**src/rtl/alu8_issue_pkg.sv**
```systemverilog
// Shared definitions for the ALU issue block: op codes, default depths and
// the packed layouts of the command and response FIFO words.
package alu8_issue_pkg;

  localparam logic [3:0] OP_AND = 4'b0001;
  localparam logic [3:0] OP_OR  = 4'b0010;
  localparam logic [3:0] OP_XOR = 4'b0011;
  localparam logic [3:0] OP_ADD = 4'b0101;
  localparam logic [3:0] OP_SUB = 4'b0110;
  localparam logic [3:0] OP_SHR = 4'b0111;
  localparam logic [3:0] OP_SHL = 4'b1000;
  localparam logic [3:0] OP_ASR = 4'b1001;
  localparam logic [3:0] OP_ASL = 4'b1010;

  localparam int DEF_CMD_DEPTH = 4;
  localparam int DEF_RSP_DEPTH = 4;

  typedef struct packed {
    logic [3:0] op;
    logic [7:0] a;
    logic [7:0] b;
    logic [2:0] shift;
  } cmd_t;

  typedef struct packed {
    logic [7:0] result;
    logic       carry;
    logic       err;
  } rsp_t;

  function automatic logic is_legal_op(input logic [3:0] op);
    case (op)
      OP_AND, OP_OR, OP_XOR, OP_ADD, OP_SUB,
      OP_SHR, OP_SHL, OP_ASR, OP_ASL: return 1'b1;
      default:                        return 1'b0;
    endcase
  endfunction

endpackage

```
**src/rtl/alu8_fifo.sv**
```systemverilog
// Parameterised synchronous FIFO with registered pointers and an occupancy
// count; the head word is presented combinationally on rd_data.
module alu8_fifo #(
  parameter int WIDTH = 10,
  parameter int DEPTH = 4
) (
  input  logic                     clk,
  input  logic                     reset,
  input  logic                     push,
  input  logic [WIDTH-1:0]         push_data,
  input  logic                     pop,
  output logic [WIDTH-1:0]         rd_data,
  output logic [$clog2(DEPTH):0]   count
);

  localparam int AW = $clog2(DEPTH);

  logic [WIDTH-1:0] mem_q [DEPTH];
  logic [AW-1:0]    wr_ptr_q, wr_ptr_d;
  logic [AW-1:0]    rd_ptr_q, rd_ptr_d;
  logic [AW:0]      count_q, count_d;

  // NOTE: every signal gets a default before the conditional updates, so no
  // path leaves it unassigned and no latch is inferred.
  always_comb begin
    wr_ptr_d = wr_ptr_q;
    rd_ptr_d = rd_ptr_q;
    if (push) wr_ptr_d = wr_ptr_q + AW'(1);
    if (pop)  rd_ptr_d = rd_ptr_q + AW'(1);
    count_d = count_q + (AW+1)'(push) - (AW+1)'(pop);
  end

  // NOTE: sequential state uses non-blocking assignments so every flop
  // samples pre-edge values regardless of statement order.
  always_ff @(posedge clk or posedge reset) begin
    if (reset) begin
      wr_ptr_q <= '0;
      rd_ptr_q <= '0;
      count_q  <= '0;
    end else begin
      wr_ptr_q <= wr_ptr_d;
      rd_ptr_q <= rd_ptr_d;
      count_q  <= count_d;
    end
  end

  // NOTE: storage is deliberately not reset; the count guards every read,
  // so stale contents are never observed.
  always_ff @(posedge clk) begin
    if (push) mem_q[wr_ptr_q] <= push_data;
  end

  assign rd_data = mem_q[rd_ptr_q];
  assign count   = count_q;

  a_no_overflow: assert property (@(posedge clk) disable iff (reset)
    !(push && count_q == (AW+1)'(DEPTH)));
  a_no_underflow: assert property (@(posedge clk) disable iff (reset)
    !(pop && count_q == '0));

endmodule

```
**src/rtl/alu8_issue.sv**
```systemverilog
// Command queue, credit-gated issue to an external one-cycle ALU, two-stage
// in-flight tracking and an in-order response queue.
module alu8_issue
  import alu8_issue_pkg::*;
#(
  parameter int CMD_DEPTH = DEF_CMD_DEPTH,
  parameter int RSP_DEPTH = DEF_RSP_DEPTH
) (
  input  logic       clk,
  input  logic       reset,
  input  logic       cmd_valid,
  output logic       cmd_ready,
  input  logic [3:0] cmd_op,
  input  logic [7:0] cmd_a,
  input  logic [7:0] cmd_b,
  input  logic [2:0] cmd_shift,
  output logic [3:0] alu_op_code,
  output logic [7:0] alu_operand_1,
  output logic [7:0] alu_operand_2,
  output logic [2:0] alu_shift_rotate,
  input  logic [7:0] alu_result,
  input  logic       alu_carry,
  output logic       rsp_valid,
  input  logic       rsp_ready,
  output logic [7:0] rsp_result,
  output logic       rsp_carry,
  output logic       rsp_err
);

  localparam int CCW = $clog2(CMD_DEPTH) + 1;
  localparam int RCW = $clog2(RSP_DEPTH) + 1;

  cmd_t           cmd_in, cmd_head;
  logic [$bits(cmd_t)-1:0] cmd_rd_data;
  logic [CCW-1:0] cmd_count;
  rsp_t           rsp_in, rsp_head;
  logic [$bits(rsp_t)-1:0] rsp_rd_data;
  logic [RCW-1:0] rsp_count;
  logic [RCW:0]   rsp_used;
  logic           cmd_push, issue, rsp_push, rsp_pop;

  cmd_t alu_q, alu_d;
  logic s1_v_q, s1_v_d, s1_err_q, s1_err_d;
  logic s2_v_q, s2_v_d, s2_err_q, s2_err_d;

  assign cmd_in    = '{op: cmd_op, a: cmd_a, b: cmd_b, shift: cmd_shift};
  assign cmd_ready = (cmd_count != CCW'(CMD_DEPTH));
  assign cmd_push  = cmd_valid && cmd_ready;
  assign cmd_head  = cmd_t'(cmd_rd_data);

  // Credits: buffered responses plus in-flight ops may never exceed the
  // response queue, so a stage-2 push always finds room.
  assign rsp_used = (RCW+1)'(rsp_count) + (RCW+1)'(s1_v_q) + (RCW+1)'(s2_v_q);
  assign issue    = (cmd_count != '0) && (rsp_used < (RCW+1)'(RSP_DEPTH));

  alu8_fifo #(.WIDTH($bits(cmd_t)), .DEPTH(CMD_DEPTH)) u_cmd_fifo (
    .clk       (clk),
    .reset     (reset),
    .push      (cmd_push),
    .push_data (cmd_in),
    .pop       (issue),
    .rd_data   (cmd_rd_data),
    .count     (cmd_count)
  );

  always_comb begin
    alu_d    = '0;
    s1_v_d   = issue;
    s1_err_d = issue && !is_legal_op(cmd_head.op);
    s2_v_d   = s1_v_q;
    s2_err_d = s1_err_q;
    if (issue) alu_d = cmd_head;
  end

  always_ff @(posedge clk or posedge reset) begin
    if (reset) begin
      alu_q    <= '0;
      s1_v_q   <= 1'b0;
      s1_err_q <= 1'b0;
      s2_v_q   <= 1'b0;
      s2_err_q <= 1'b0;
    end else begin
      alu_q    <= alu_d;
      s1_v_q   <= s1_v_d;
      s1_err_q <= s1_err_d;
      s2_v_q   <= s2_v_d;
      s2_err_q <= s2_err_d;
    end
  end

  assign alu_op_code      = alu_q.op;
  assign alu_operand_1    = alu_q.a;
  assign alu_operand_2    = alu_q.b;
  assign alu_shift_rotate = alu_q.shift;

  // Illegal ops still occupy a slot so ordering holds; the ALU output is dropped.
  always_comb begin
    rsp_in = '{result: alu_result, carry: alu_carry, err: 1'b0};
    if (s2_err_q) rsp_in = '{result: 8'h00, carry: 1'b0, err: 1'b1};
  end

  assign rsp_push = s2_v_q;
  assign rsp_pop  = rsp_valid && rsp_ready;

  alu8_fifo #(.WIDTH($bits(rsp_t)), .DEPTH(RSP_DEPTH)) u_rsp_fifo (
    .clk       (clk),
    .reset     (reset),
    .push      (rsp_push),
    .push_data (rsp_in),
    .pop       (rsp_pop),
    .rd_data   (rsp_rd_data),
    .count     (rsp_count)
  );

  assign rsp_head   = rsp_t'(rsp_rd_data);
  assign rsp_valid  = (rsp_count != '0);
  assign rsp_result = rsp_valid ? rsp_head.result : 8'h00;
  assign rsp_carry  = rsp_valid && rsp_head.carry;
  assign rsp_err    = rsp_valid && rsp_head.err;

endmodule
```
**config.mk**
```make
export PLATFORM = sky130hd
export DESIGN_NAME = alu8_issue
export DESIGN_NICKNAME = d
export VERILOG_FILES = /design/src/rtl/alu8_issue_pkg.sv /design/src/rtl/alu8_fifo.sv /design/src/rtl/alu8_issue.sv
export SDC_FILE = /design/constraint.sdc
export NUM_CORES = 1
export LEC_CHECK = 0
export CAP_MARGIN = 40
export CORE_MARGIN = 3
export CORE_UTILIZATION = 31
export DETAILED_ROUTE_END_ITERATION = 10
export GPL_ROUTABILITY_DRIVEN = 1
export GPL_TIMING_DRIVEN = 0
export PLACE_DENSITY = 0.52
export SYNTH_ARGS = -nofsm -noshare
export SYNTH_HDL_FRONTEND = slang
export SYNTH_SLANG_ARGS = --single-unit
```
**constraint.sdc**
```tcl
create_clock -name clk -period 3.7 [get_ports clk]
set_input_delay 0.555 -clock clk [delete_from_list [all_inputs] [get_ports clk]]
set_output_delay 0.555 -clock clk [all_outputs]
set_load 0.02 [all_outputs]
```
==> After elaboration in Yosys (flattened, before gate mapping) <==
Memory sizes are Yosys's and may differ from the RTL's.
Index checks and enable logic that the tools add are counted.
{ "word_totals": {"register_bits": 41, "mem_bits_rw": 132, "mem_bits_ro": 16, "inputBits": 36, "output_inout_bits": 35, "mem_count": 3} }
{ "classes": {"addsub": 10, "n_lt_le_gt_ge": 1, "n_eq_ne": 1, "muxes": 7, "reduce_logical": 9} }
{ "memory_table": {"columns": ["name", "depth", "word_bits", "rd", "rd_clocked_by_memory_dff", "write_ports", "line", "text"], "rows": [
  ["u_cmd_fifo.mem_q", 4, 23, 1, 0, 1, "alu8_fifo.sv:18", "logic [WIDTH-1:0] mem_q [DEPTH];"],
  ["u_rsp_fifo.mem_q", 4, 10, 1, 0, 1, "alu8_fifo.sv:18", null],
  ["(name not given)", 16, 1, 1, 0, 0, "alu8_issue_pkg.sv:32", "case (op)"]
]} }
{ "ops": {"columns": ["operator", "count"], "rows": [
  ["23-bit 2-to-1 mux", 1],
  ["10-bit 2-to-1 mux", 1],
  ["2-bit by 1-bit adder with 2-bit output, second input constant", 4],
  ["8-bit 2-to-1 mux", 1],
  ["3-bit by 1-bit adder with 3-bit output", 2],
  ["1-bit logical AND", 6],
  ["3-bit nonzero test", 2],
  ["3-bit by 1-bit subtractor with 3-bit output", 2],
  ["3-bit by 1-bit adder with 4-bit output", 1],
  ["4-bit by 1-bit adder with 4-bit output", 1],
  ["4-bit by 3-bit < comparator with 1-bit output, second input constant", 1],
  ["1-bit 2-to-1 mux", 4],
  ["3-bit inequality test, second input constant", 1],
  ["1-bit zero test", 1]
]} }

==> Depth between registers and ports, before layout <==
{ "logic_depth": {"ltp_word": 5, "depth_mapped": 13, "ltp_nobuf": 12} }

==> By module <==
A second synthesis with hierarchy kept.
{ "unflattened": {"cells_unflattened": 326, "area_unflattened_um2": 6638.9} }
{ "modules_own_cells": {"columns": ["mod", "n_inst", "cells_per_inst", "area_per_inst_um2"], "rows": [
  ["alu8_fifo (u_cmd_fifo)", 1, 154, 3743.6],
  ["alu8_fifo (u_rsp_fifo)", 1, 85, 1828.0],
  ["alu8_issue", 1, 87, 1067.3]
]} }

==> Worst setup path after synthesis <==
Ideal clock, no wire load.
{ "synth_path": {"kind": "register to register", "start": "register s2_v_q (netlist: rsp_push)", "end": "register u_cmd_fifo.count_q[2] (netlist: u_cmd_fifo.count[2])", "setup_time_ns": 0.125, "arrival_time_ns": 2.778, "slack_ns": 0.797, "path_stages_with_launch": 14, "n_path_buf": 1, "synth_period_minus_slack_ns": 2.903, "cell_sequence": "dfrtp_1 -> ha_1 -> a21oi_1 -> or4b_4 -> a21o_4 -> buf_6 -> inv_1 -> ha_1 -> inv_1 -> ha_1 -> inv_1 -> fa_1 -> xnor2_1 -> xnor2_1"} }
{ "synth_via": {"elab_chain_cells": 4} }
{ "synth_rtl": {"columns": ["element", "line", "text"], "rows": [
  ["from (decl)", "alu8_issue.sv:44", "logic s2_v_q, s2_v_d, s2_err_q, s2_err_d;"],
  ["from (signal assigned)", "alu8_issue.sv:86", "s2_v_q <= s2_v_d;"],
  ["4-bit by 1-bit adder with 4-bit output", "alu8_issue.sv:53", "assign rsp_used = (RCW+1)'(rsp_count) + (RCW+1)'(s1_v_q) + (RCW+1)'(s2_v_q);"],
  ["4-bit by 3-bit < comparator with 1-bit output", "alu8_issue.sv:54", "assign issue = (cmd_count != '0) && (rsp_used < (RCW+1)'(RSP_DEPTH));"],
  ["1-bit logical AND", "alu8_issue.sv:54", null],
  ["net issue", "alu8_issue.sv:40", "logic cmd_push, issue, rsp_push, rsp_pop;"],
  ["3-bit by 1-bit subtractor with 3-bit output", "alu8_fifo.sv:30", "count_d = count_q + (AW+1)'(push) - (AW+1)'(pop);"],
  ["net u_cmd_fifo.count_d[2]", "alu8_fifo.sv:21", "logic [AW:0] count_q, count_d;"],
  ["to (signal assigned)", "alu8_fifo.sv:43", "count_q <= count_d;"],
  ["to (decl)", "alu8_fifo.sv:21", null]
]} }
The timed path passes the listed nets, and every way through them passes these cells.
A chain may end at the register's enable or synchronous reset.

==> Worst setup path after layout <==
Same ends and word-level chain as after synthesis.

==> impl_metrics.json <==
{
  "status": "finished clean",
  "die_w_um": 152,
  "critPathMaxStageDelay_ns": 0.50,
  "finalHoldViolCount": 0,
  "cts_resized": 0,
  "wl_um": 12400,
  "grt_pass1_vias": 3475,
  "rsz0062_at_grt": "no",
  "core_um2": 20600,
  "ios": 71,
  "p_seq_share_pct": 40.0,
  "initial_core_util_pct": 32.1,
  "ff_latch_area_um2": 4990,
  "arrival_ns": 3.45,
  "cts_root_buf": "clkbuf_16",
  "ys_seq_elements": 173,
  "nFillCells": 1856,
  "synth_area_leaders": "edfxtp_1, dfrtp_1, mux4_2, ha_1, nor2b_1",
  "cp-start-kind": "flop",
  "skew_ns": 0.00784,
  "synth_cell_types": 32,
  "critical_path_class": "reg2reg",
  "antenna_found_initial": 0,
  "wl_per_cell_um": 17.5,
  "p_leak_nw": 3.00,
  "clock_sinks": 173,
  "slew_violations": 0,
  "reg2regPathDepth": 13,
  "async_reset_ff_share_pct": 23.7,
  "ys_seq_area_share_pct": 75.3,
  "dpl.hpwl_um": 8300,
  "avgSynthCellArea_um2": 20.3,
  "min_period_over_period_pct": 84.1,
  "power.switching_mw": 2.23,
  "yosys_warnings": 0,
  "relSlewSlack_pct": 49.0,
  "cp_slowest_cell": "or4b_4",
  "dieArea_um2": 23200,
  "p_int_mw": 4.84,
  "grt_pass1_wl_um": 20000,
  "crit_path_max_fanout": 10,
  "fin_area_um2": 8370,
  "vdd_drop_max_v": 0.000360,
  "fp.dieH_um": 152,
  "grt-busiest-layer": "met2",
  "grt_overflow": 0,
  "detail_route.iter0.violations": 148,
  "final_cells": 706,
  "met1_usage_pct": 13.9,
  "p_comb_share_pct": 35.3,
  "insertion_delay_ns": 0.42,
  "min_period_ns": 3.11,
  "ys_top_cells_by_count": "edfxtp_1, dfrtp_1, mux4_2",
  "fmax_mhz": 321,
  "grt_max_degree": 26,
  "cts_setup_buffers": 0,
  "viasPerCell": 4.42,
  "drc_errors": 0,
  "grt_use_met3_pct": 3.81,
  "gp_congestion": 0.661,
  "rows": 52,
  "cts-htree-levels": 4,
  "swShare_pct": 31.5,
  "finalSetupTns_ns": 0,
  "worst_hold_slack_ns": 0.358,
  "cts_tree": "yes",
  "synth_ff_type": "edfxtp_1",
  "hp-class": "reg2reg",
  "ant_nets": 0,
  "dr_total_vias": 3123,
  "synth_top_area_cell": "edfxtp_1",
  "synth.top_cell.area_share_pct": 59.8,
  "firstDrtPassIters": 4,
  "worst_pin_slew_ns": 0.764,
  "drive_gt1_share_pct": 20.4,
  "cp.required_ns": 4.04,
  "hold_buffers": 0,
  "netlist_area_um2": 6620,
  "syn_inst": 327,
  "met2_usage_pct": 19.1,
  "end_kind": "flop",
  "cts_buffers": 17,
  "port-buffer-count": 70,
  "worstPathCellList": "ha_1 -> a21oi_1 -> or4b_4 -> a21o_4 -> buf_6 -> inv_1 -> ha_1 -> inv_1 -> ha_1 -> inv_1 -> fa_1 -> xnor2_1 -> xnor2_1",
  "clock_path_buffers": 2,
  "setup_viol": 0,
  "syn_to_final_growth_pct": 26.3,
  "cap_viol_max_count": 0,
  "synth_edf_count": 132,
  "finalNetCount": 475,
  "post-place-cells": 674,
  "yosysMostFrequentCell": "edfxtp_1",
  "power_frac_clock_pct": 24.7,
  "power.density_nw_per_um2": 845,
  "min_delay_path_depth": 0,
  "clk_pin_slew_ns": 0.07,
  "track_usage_pct": 11.3,
  "dpl_cell_area_um2": 7790,
  "multiInputGateArea_um2": 1510,
  "diodes": 0,
  "syn_nets": 379
}
==> power by group through the flow <==
| stage | sequential [mW] | clock [mW] | combinational (mW) |
|---|---|---|---|
| after global routing | 2.88 | 1.90 | 2.74 |
| final | 2.83 | 1.75 | 2.49 |
| after CTS | 2.84 | 1.80 | 2.58 |
| after floorplan | 2.92 | 0 | 1.55 |
| after global placement | 2.86 | 0 | 2.46 |
| after detailed placement | 2.88 | 0 | 2.57 |
==> flip-flops by register name, summed over array words and instances, names as in the netlist, 3 cells and up <==
register / cells
u_cmd_fifo.count: 3
alu_op_code: 4
alu_operand_1: 8
alu_operand_2: 8
u_cmd_fifo.mem_q: 92
alu_shift_rotate: 3
u_rsp_fifo.count: 3
u_rsp_fifo.mem_q: 40
==> critical path: cells and delay by family (launching register included) <==
kind / cells / cell delay, ns
AO/OA/AOI/OAI: 2 / 0.35
XOR/XNOR: 2 / 0.32
adder cells (fa/ha/maj): 4 / 1.02
buffers and inverters: 4 / 0.35
flip-flops: 1 / 0.48
AND/OR/NAND/NOR: 1 / 0.50
==> through the flow <==
| step | power [mW] | utilization [%] | worst slack (ns) |
|---|---|---|---|
| 2_1_floorplan | 4.47 | - | 0.797 |
| 3_3_place_gp | 5.32 | 37.2 | 0.582 |
| 3_5_place_dp | 5.45 | 37.8 | 0.560 |
| 4_1_cts | 7.22 | 40.6 | 0.537 |
| 5_1_grt | 7.52 | 40.6 | 0.411 |
| 6_report | 7.07 | 40.6 | 0.588 |
==> path summary, 6_finish.rpt <==
kind	startpoint	to	slack [ns]
hold reg to reg	s1_err_q	s2_err_q	0.36
setup reg to reg	rsp_push	u_cmd_fifo.count[2]	0.59
max in group asynchronous	reset	s1_err_q	2.75
hold / removal	s1_err_q	s2_err_q	0.36
min in group asynchronous	reset	alu_operand_1[1]	0.46
setup / recovery	rsp_push	u_cmd_fifo.count[2]	0.59
==> routing by layer <==
metal	wire [µm]	vias up	part of all wire (%)
met4	110	0	0.89
li1	-	1430	-
met2	6280	72	51
met5	0	-	0
met1	5370	1615	43
met3	617	6	5.0
==> cells in the final DEF (no fill, tap or decap), types with 2 or more instances in the layout <==
| master | count |
|---|---|
| clkdlybuf4s50_1 | 70 |
| buf_6 | 5 |
| fa_1 | 2 |
| and3_1 | 4 |
| inv_6 | 5 |
| inv_8 | 5 |
| mux4_2 | 33 |
| or3_1 | 2 |
| xor2_1 | 2 |
| buf_16 | 2 |
| and2_1 | 15 |
| buf_8 | 2 |
| xnor2_1 | 6 |
| nor2b_1 | 25 |
| edfxtp_1 | 132 |
| clkbuf_1 | 7 |
| ha_1 | 14 |
| nor2_1 | 2 |
| nor2b_2 | 7 |
| dfrtp_1 | 41 |
| nand2_1 | 4 |
| inv_2 | 2 |
| buf_2 | 3 |
| inv_1 | 13 |
| clkbuf_16 | 17 |
==> cells by family after synthesis <==
group,Yosys count,share of synthesized area [%]
AO/OA/AOI/OAI,7,0.869
XOR/XNOR,9,1.30
adder cells (fa/ha/maj),16,3.25
buffers and inverters,26,1.87
flip-flops,173,75.3
multiplexers,34,11.4
AND/OR/NAND/NOR,62,5.99
==> layout make-up <==
class	count	share of cell area [%]
Buffer	11	0.808
Clock buffer	20	5.22
Clock inverter	12	1.66
Inverter	15	0.673
Multi-Input combinational cell	128	18.1
Sequential cell	173	59.6
Tap cell	270	4.04
Timing Repair Buffer	77	9.90
No activity file was read; power rests on OpenSTA's default activity.
